### src/rtl/weight_cache_6_pkg.sv
// Shared types and default sizing for the layer-6 weight cache.
// Defaults mirror the layer-6 sizing: kernel of 4 coefficients, 16-bit data, 3 replays.
// FSM state encoding for the single-bank LOAD/REPLAY controller lives here.
package weight_cache_6_pkg;

  localparam int KERN_S_6      = 4;
  localparam int COEFF_WIDTH   = 16;
  localparam int KERN_REPLAY_6 = 3;

  typedef enum logic {
    ST_LOAD   = 1'b0,
    ST_REPLAY = 1'b1
  } cache_state_e;

endpackage

### src/rtl/weight_cache_6_weight_bank.sv
// Kernel storage: KERN_SIZE x DATA_W register array, one write port, one read port.
// Latency: write lands on the next rising edge; read is combinational from raddr.
// Backpressure: none; the owning controller decides when to write.
module weight_bank #(
  parameter int KERN_SIZE = 4,
  parameter int DATA_W    = 16,
  localparam int AW       = $clog2(KERN_SIZE)
) (
  input  logic              clk,
  input  logic              we,
  input  logic [AW-1:0]     waddr,
  input  logic [DATA_W-1:0] wdata,
  input  logic [AW-1:0]     raddr,
  output logic [DATA_W-1:0] rdata
);

  logic [DATA_W-1:0] mem [KERN_SIZE];

  // Contents are don't-care after reset, so the array carries no reset.
  always_ff @(posedge clk) begin
    if (we) begin
      mem[waddr] <= wdata;
    end
  end

  assign rdata = mem[raddr];

endmodule

### src/rtl/weight_cache_6.sv
// Captures one kernel from the weight FIFO, then replays it REPLAYS times to the MAC FIFO.
// Latency: first replay write possible 1 cycle after the last load; 1 word/cycle each phase.
// Backpressure: read only while loading and upstream non-empty; write holds din while full_n low.
// Optional WEIGHT_CACHE_PINGPONG_EN: two banks so the next kernel loads during replay.
module weight_cache_6
  import weight_cache_6_pkg::*;
#(
  parameter int KERN_SIZE = KERN_S_6,
  parameter int DATA_W    = COEFF_WIDTH,
  parameter int REPLAYS   = KERN_REPLAY_6
) (
  input  logic              ap_clk,
  input  logic              ap_rst_n,
  input  logic [DATA_W-1:0] input_V_dout,
  input  logic              input_V_empty_n,
  output logic              input_V_read,
  output logic [DATA_W-1:0] output_V_din,
  input  logic              output_V_full_n,
  output logic              output_V_write
);

  localparam int AW = $clog2(KERN_SIZE);
  localparam int RW = $clog2(REPLAYS + 1);
  localparam logic [AW-1:0] ADDR_LAST = AW'(KERN_SIZE - 1);
  localparam logic [RW-1:0] REP_LAST  = RW'(REPLAYS - 1);

  logic [AW-1:0] wr_addr_q, wr_addr_d;
  logic [AW-1:0] rd_addr_q, rd_addr_d;
  logic [RW-1:0] rep_cnt_q, rep_cnt_d;
  logic          in_xfer;
  logic          out_xfer;

`ifdef WEIGHT_CACHE_PINGPONG_EN

  logic       ld_bank_q, ld_bank_d;
  logic       rp_bank_q, rp_bank_d;
  logic [1:0] full_q, full_d;
  logic [DATA_W-1:0] rdata0, rdata1;

  // Loader only reads into a free bank; replayer only drives from a full one.
  assign input_V_read   = ap_rst_n && input_V_empty_n && !full_q[ld_bank_q];
  assign output_V_write = ap_rst_n && output_V_full_n && full_q[rp_bank_q];
  assign in_xfer        = input_V_read;
  assign out_xfer       = output_V_write;
  assign output_V_din   = rp_bank_q ? rdata1 : rdata0;

  weight_bank #(.KERN_SIZE(KERN_SIZE), .DATA_W(DATA_W)) u_bank0 (
    .clk   (ap_clk),
    .we    (in_xfer && !ld_bank_q),
    .waddr (wr_addr_q),
    .wdata (input_V_dout),
    .raddr (rd_addr_q),
    .rdata (rdata0)
  );

  weight_bank #(.KERN_SIZE(KERN_SIZE), .DATA_W(DATA_W)) u_bank1 (
    .clk   (ap_clk),
    .we    (in_xfer && ld_bank_q),
    .waddr (wr_addr_q),
    .wdata (input_V_dout),
    .raddr (rd_addr_q),
    .rdata (rdata1)
  );

  // Loader and replayer advance independently; a bank filled in the same cycle the
  // other finishes replay is seen full on the next cycle, so there is no bubble.
  always_comb begin
    ld_bank_d = ld_bank_q;
    rp_bank_d = rp_bank_q;
    full_d    = full_q;
    wr_addr_d = wr_addr_q;
    rd_addr_d = rd_addr_q;
    rep_cnt_d = rep_cnt_q;
    if (in_xfer) begin
      if (wr_addr_q == ADDR_LAST) begin
        wr_addr_d         = '0;
        full_d[ld_bank_q] = 1'b1;
        ld_bank_d         = ~ld_bank_q;
      end else begin
        wr_addr_d = wr_addr_q + AW'(1);
      end
    end
    if (out_xfer) begin
      if (rd_addr_q == ADDR_LAST) begin
        rd_addr_d = '0;
        if (rep_cnt_q == REP_LAST) begin
          rep_cnt_d         = '0;
          full_d[rp_bank_q] = 1'b0;
          rp_bank_d         = ~rp_bank_q;
        end else begin
          rep_cnt_d = rep_cnt_q + RW'(1);
        end
      end else begin
        rd_addr_d = rd_addr_q + AW'(1);
      end
    end
  end

  // Controller state registers.
  always_ff @(posedge ap_clk or negedge ap_rst_n) begin
    if (!ap_rst_n) begin
      ld_bank_q <= 1'b0;
      rp_bank_q <= 1'b0;
      full_q    <= 2'b00;
      wr_addr_q <= '0;
      rd_addr_q <= '0;
      rep_cnt_q <= '0;
    end else begin
      ld_bank_q <= ld_bank_d;
      rp_bank_q <= rp_bank_d;
      full_q    <= full_d;
      wr_addr_q <= wr_addr_d;
      rd_addr_q <= rd_addr_d;
      rep_cnt_q <= rep_cnt_d;
    end
  end

`else

  cache_state_e state_q, state_d;

  // Reset gating keeps both strobes low for the whole time ap_rst_n is asserted.
  assign input_V_read   = ap_rst_n && (state_q == ST_LOAD) && input_V_empty_n;
  assign output_V_write = ap_rst_n && (state_q == ST_REPLAY) && output_V_full_n;
  assign in_xfer        = input_V_read;
  assign out_xfer       = output_V_write;

  weight_bank #(.KERN_SIZE(KERN_SIZE), .DATA_W(DATA_W)) u_bank (
    .clk   (ap_clk),
    .we    (in_xfer),
    .waddr (wr_addr_q),
    .wdata (input_V_dout),
    .raddr (rd_addr_q),
    .rdata (output_V_din)
  );

  // Strict alternation: fill all KERN_SIZE words, then replay REPLAYS times.
  always_comb begin
    state_d   = state_q;
    wr_addr_d = wr_addr_q;
    rd_addr_d = rd_addr_q;
    rep_cnt_d = rep_cnt_q;
    if (in_xfer) begin
      if (wr_addr_q == ADDR_LAST) begin
        wr_addr_d = '0;
        state_d   = ST_REPLAY;
      end else begin
        wr_addr_d = wr_addr_q + AW'(1);
      end
    end
    if (out_xfer) begin
      if (rd_addr_q == ADDR_LAST) begin
        rd_addr_d = '0;
        if (rep_cnt_q == REP_LAST) begin
          rep_cnt_d = '0;
          state_d   = ST_LOAD;
        end else begin
          rep_cnt_d = rep_cnt_q + RW'(1);
        end
      end else begin
        rd_addr_d = rd_addr_q + AW'(1);
      end
    end
  end

  // Controller state registers.
  always_ff @(posedge ap_clk or negedge ap_rst_n) begin
    if (!ap_rst_n) begin
      state_q   <= ST_LOAD;
      wr_addr_q <= '0;
      rd_addr_q <= '0;
      rep_cnt_q <= '0;
    end else begin
      state_q   <= state_d;
      wr_addr_q <= wr_addr_d;
      rd_addr_q <= rd_addr_d;
      rep_cnt_q <= rep_cnt_d;
    end
  end

`endif

endmodule
### config.mk
export PLATFORM = sky130hd
export DESIGN_NAME = weight_cache_6
export DESIGN_NICKNAME = d
export VERILOG_FILES = /design/src/rtl/weight_cache_6_pkg.sv /design/src/rtl/weight_cache_6_weight_bank.sv /design/src/rtl/weight_cache_6.sv
export SDC_FILE = /design/constraint.sdc
export NUM_CORES = 1
export LEC_CHECK = 0
export CAP_MARGIN = 20
export CORE_ASPECT_RATIO = 0.5
export CORE_MARGIN = 1
export CORE_UTILIZATION = 40
export CTS_CLUSTER_DIAMETER = 80
export DETAILED_ROUTE_END_ITERATION = 16
export PLACE_DENSITY = 0.57
export SETUP_SLACK_MARGIN = 0.1
export SLEW_MARGIN = 5
export SYNTH_ARGS = -nofsm -noshare
export SYNTH_HDL_FRONTEND = slang
export SYNTH_SLANG_ARGS = --single-unit
### constraint.sdc
create_clock -name ap_clk -period 4.9 [get_ports ap_clk]
set_input_delay 0.735 -clock ap_clk [delete_from_list [all_inputs] [get_ports ap_clk]]
set_output_delay 0.735 -clock ap_clk [all_outputs]
set_load 0.02 [all_outputs]
======== Word-level counts from Yosys, hierarchy flattened ========
Memory sizes are Yosys's and may differ from the RTL's.
Cells that the tools add are included.
word-level totals
  RAM bits ................................ 64
  bits of input ports ..................... 20
  logic and storage cells ................. 27
  memories ................................ 1
  register bits ........................... 7
  output and inout port bits .............. 18
memories
  name        words  width  read ports  clocked after memory_dff  write ports  RTL line                          RTL
  u_bank.mem  4      16     1           0                         1            weight_cache_6_weight_bank.sv:17  logic [DATA_W-1:0] mem [KERN_SIZE];
operators by class
  eq/ne operators ......................... 3
  bitwise gates (word level) .............. 1
  add/sub/neg operators ................... 3
  reduce and logical (&&, ||, !) cells .... 5
  multiplexer cells ....................... 10
operators by type and width
  cell                   count
  $mux W1                7
  $add A2 B1 Y2 const B  3
  $eq A2 B2 Y1 const B   3
  $mux W2                3
  $logic_and A1 B1 Y1    4
  $reduce_and A2 Y1      1
  $not A1 Y1             1

======== Longest topological paths before layout ========
  word-level depth ........................ 7
  depth in mapped cells ................... 4
  gate-level depth less buffers ........... 3

======== By module ========
A second synthesis with hierarchy kept.
second synthesis, totals
  cell total of the unflattened synthesis .. 114
  area total of the unflattened synthesis .. 2712.6 um^2
by module, submodules not included
  module          area each (um^2)  instances  cells an instance
  weight_bank     2377.3            1          88
  weight_cache_6  335.3             1          26

======== Least setup slack after synthesis ========
Ideal clock, no wire load.
  path type ............................... input port to flip-flop
  from .................................... input input_V_empty_n
  to ...................................... memory u_bank.mem[3][0], enable pin
  stages .................................. 3
  path buffers ............................ 1
  library setup time ...................... 0.374 ns
  slack ................................... 2.812 ns
  arrival time ............................ 1.714 ns
  cells stage by stage .................... and3b_1 clkbuf_1 and2_1
between the ends
  word-level cells in the longest chain between the ends .. 3
RTL lines
  item                           RTL line                          RTL
  start, declared                weight_cache_6.sv:15              input logic input_V_empty_n,
  $logic_and A1 B1 Y1            weight_cache_6.sv:123             assign input_V_read = ap_rst_n && (state_q == ST_LOAD) && input_V_empty_n;
  named net input_V_read         weight_cache_6.sv:16              output logic input_V_read,
  $mux W1                        weight_cache_6_weight_bank.sv:21  if (we) begin
  $mux W1 (implied by the code)  weight_cache_6_weight_bank.sv:22  mem[waddr] <= wdata;
  end, declared                  weight_cache_6_weight_bank.sv:17
The timed path passes the listed nets, and every way through them passes these cells.

======== Worst setup path after layout ========
  from .................................... input ap_rst_n
  to ...................................... output input_V_read
between the ends
  word-level cells in the longest chain between the ends .. 2
RTL lines
  item                               RTL line               RTL
  start, declared                    weight_cache_6.sv:13   input logic ap_rst_n,
  $logic_and A1 B1 Y1 (2 in series)  weight_cache_6.sv:123
  end, declared                      weight_cache_6.sv:16
Every way passes these cells.

==> results.py <==
metrics = {
    "sta": {
        "layout_min_cycle_time_ns": 3.18,
        "maxSlewViolCount": 0,
        "skew_ns": 0.00236,
        "setup_viol": 0,
        "fin_crit_sh_pct": 64.9,
        "tns_ns": 0,
        "max_freq_mhz": 314,
        "final_hold_viol_count": 0,
        "whs_ns": 0.513,
        "tightest_slew_ns": 0.887,
        "slew_headroom_pct": 40.9,
        "rsz0062_at_grt": "false",
    },
    "floorplan": {
        "die_area_um2": 7240,
        "io_pins": 38,
        "rows": 20,
        "die_x_um": 119,
        "core_um2": 6360,
        "dieHeight_um": 60.7,
        "start_util_pct": 43.3,
    },
    "pwr": {
        "seq_power_share_pct": 41.8,
        "power_leakage_nw": 1.19,
        "p_clk_share_pct": 29.8,
        "p_switching_w": 0.000500,
        "power.share.switching_pct": 27.1,
        "p_int_w": 0.00134,
        "pwr-share-comb_pct": 28.4,
        "power.density_nw_per_um2": 531,
        "peakVddDrop_mv": 0.275,
    },
    "routing": {
        "wl_per_cell_um": 16.6,
        "drc": 0,
        "first_iter_violations": 50,
        "vias_per_cell": 4.84,
        "finalWirelength_um": 4260,
        "antenna_left": 0,
        "via_count": 1239,
        "dr.pass1.iters": 4,
    },
    "status": {
        "status": "finished, final reports clean",
    },
    "logic_synthesis": {
        "ys_seq_elements": 71,
        "yosys_warnings": 0,
        "seq_area_frac_synth_pct": 76.2,
        "syn_nets": 144,
        "avgSynthCellArea_um2": 23.1,
        "yosysTopAreaCellShare_pct": 69.8,
        "syn_inst": 119,
        "ys_types": 18,
        "synth_area_leader_cell": "edfxtp_1",
        "netlist_top_cells_area": "edfxtp_1 (70%), mux4_1 (7.6%), mux4_2 (6.5%), dfrtp_1 (6.4%), mux2_2 (2.5%)",
        "synth_area_um2": 2750,
    },
    "grt": {
        "antenna_found_initial": 0,
        "grt_pass1_vias": 1316,
        "grt_overflow": 0,
        "grt_first_pass_wirelength_um": 6870,
        "grtUsageTotal_pct": 13.5,
        "grt_max_degree": 20,
    },
    "cells_and_area": {
        "layout_common_cells": "edfxtp_1 (64), clkdlybuf4s50_1 (37), clkbuf_16 (9)",
        "synthToLayoutAreaGrowth_pct": 26.2,
        "fillCellCount": 521,
        "drive_gt1_share_pct": 16.1,
        "fin_util_pct": 54.6,
        "nets": 188,
        "n_antenna_cell": 0,
        "final_common_cell": "edfxtp_1",
    },
    "clock_tree": {
        "cts_hold_buffers": 0,
        "cts_sinks": 71,
        "clockBufferDepth": 2,
        "postCtsSetupBuffers": 0,
        "cts_tree": "built",
        "clk_latency_ns": 0.31,
        "cts_max_level": 3,
        "cts_made_buffers": 9,
        "cts_resized": 0,
        "cts.clk_slew.worst_paths_ns": 0.05,
        "root_buffer": "clkbuf_16",
    },
    "setup_path": {
        "required_ns": 4.16,
        "cp-end-kind": "output port",
        "path_class": "input pin to output port",
        "startpoint_type": "input pin",
        "crit_arrival_ns": 2.45,
        "crit_path_max_fanout": 11,
    },
    "worst_hold_path": {
        "hold_path_class": "flip-flop to flip-flop",
    },
    "flow_run": {
        "cap_violations": 0,
    },
    "placement": {
        "gp_congestion": 0.616,
        "port_buffers": 37,
        "dp_hpwl_um": 2560,
    },
}
-- cell type report --
class / count / area (um2) / share of cell area (%)
Clock buffer: 11 / 233 / 6.70
Multi-Input combinational cell: 40 / 599 / 17.3
Sequential cell: 71 / 2100 / 60.4
Inverter: 3 / 11.3 / 0.324
Timing Repair Buffer: 38 / 398 / 11.5
Clock inverter: 5 / 25.0 / 0.720
Tap cell: 88 / 110 / 3.17
-- kinds of logic (layout without fill, tap and decap cells) --
| group | after synthesis | in the layout | synth area share (%) |
|---|---|---|---|
| buffers and inverters | 8 | 57 | 2.05 |
| AOI/OAI and AO/OA | 2 | 2 | 0.454 |
| DFF | 71 | 71 | 76.2 |
| and+or+nand+nor | 11 | 11 | 2.41 |
| muxes | 22 | 22 | 16.6 |
| adders and majority gates | 5 | 5 | 2.27 |
-- worst paths after layout --
| check | start | endpoint | slack (ns) | depth (start not counted) |
|---|---|---|---|---|
| max in group asynchronous | ap_rst_n | rd_addr_q[0] | 3.91 | 1 |
| min | rep_cnt_q[1] | state_q | 0.51 | 1 |
| max | ap_rst_n | input_V_read | 1.72 | 3 |
| min in group asynchronous | ap_rst_n | rep_cnt_q[1] | 0.71 | 1 |
| min reg2reg | rep_cnt_q[1] | state_q | 0.51 | 1 |
| max reg2reg | rd_addr_q[1] | rep_cnt_q[1] | 2.99 | 3 |
-- per-stage QoR --
step                      cells  instance area, um2  setup WS (ns)  total power, W
after floorplan             119                2750           2.81         0.00111
after global placement      239                3190           1.72         0.00128
after detailed placement    239                3190           1.69         0.00129
after CTS                   255                3450           1.49         0.00184
after global routing        256                3470           1.55         0.00194
final                       256                3470           1.72         0.00185
-- synthesized netlist by cell type --
| cell | n |
|---|---|
| and2_1 | 4 |
| buf_6 | 1 |
| mux4_2 | 8 |
| mux2_2 | 6 |
| inv_1 | 3 |
| edfxtp_1 | 64 |
| clkbuf_1 | 1 |
| a31oi_1 | 2 |
| ha_1 | 5 |
| and3b_1 | 1 |
| nor2b_1 | 1 |
| and3_1 | 1 |
| nor2_1 | 3 |
| dfrtp_1 | 7 |
| mux4_1 | 8 |
| buf_2 | 2 |
| and4_1 | 1 |
| buf_12 | 1 |
-- per-layer routing --
metal / track usage (%) / vias up / part of all wire [%] / wire length, um
met1: 16.5 / 627 / 45 / 1910
li1: - / 581 / - / -
met5: 0 / - / 0 / 0
met2: 22.8 / 27 / 49 / 2100
met4: 4.82 / 0 / 0.68 / 29
met3: 5.08 / 4 / 5.1 / 219
-- worst max-delay path, cell delays in order --
cell and delay, ns:
clkdlybuf4s50_1 0.71, and3b_1 0.35, clkdlybuf4s50_1 0.65
-- state kept, by name, summed over array words and instances (netlist names) --
register	cells
wr_addr_q	2
rd_addr_q	2
rep_cnt_q	2
state_q	1
u_bank.mem	64
-- power groups by stage --
stage,Sequential [W],Clock [W],Combinational (W)
after floorplan,0.000737,0,0.000369
after global placement,0.000812,0,0.000472
after detailed placement,0.000816,0,0.000474
after CTS,0.000803,0.000563,0.000477
after global routing,0.000780,0.000592,0.000566
final,0.000771,0.000550,0.000524
(Power assumes the default switching activity.)
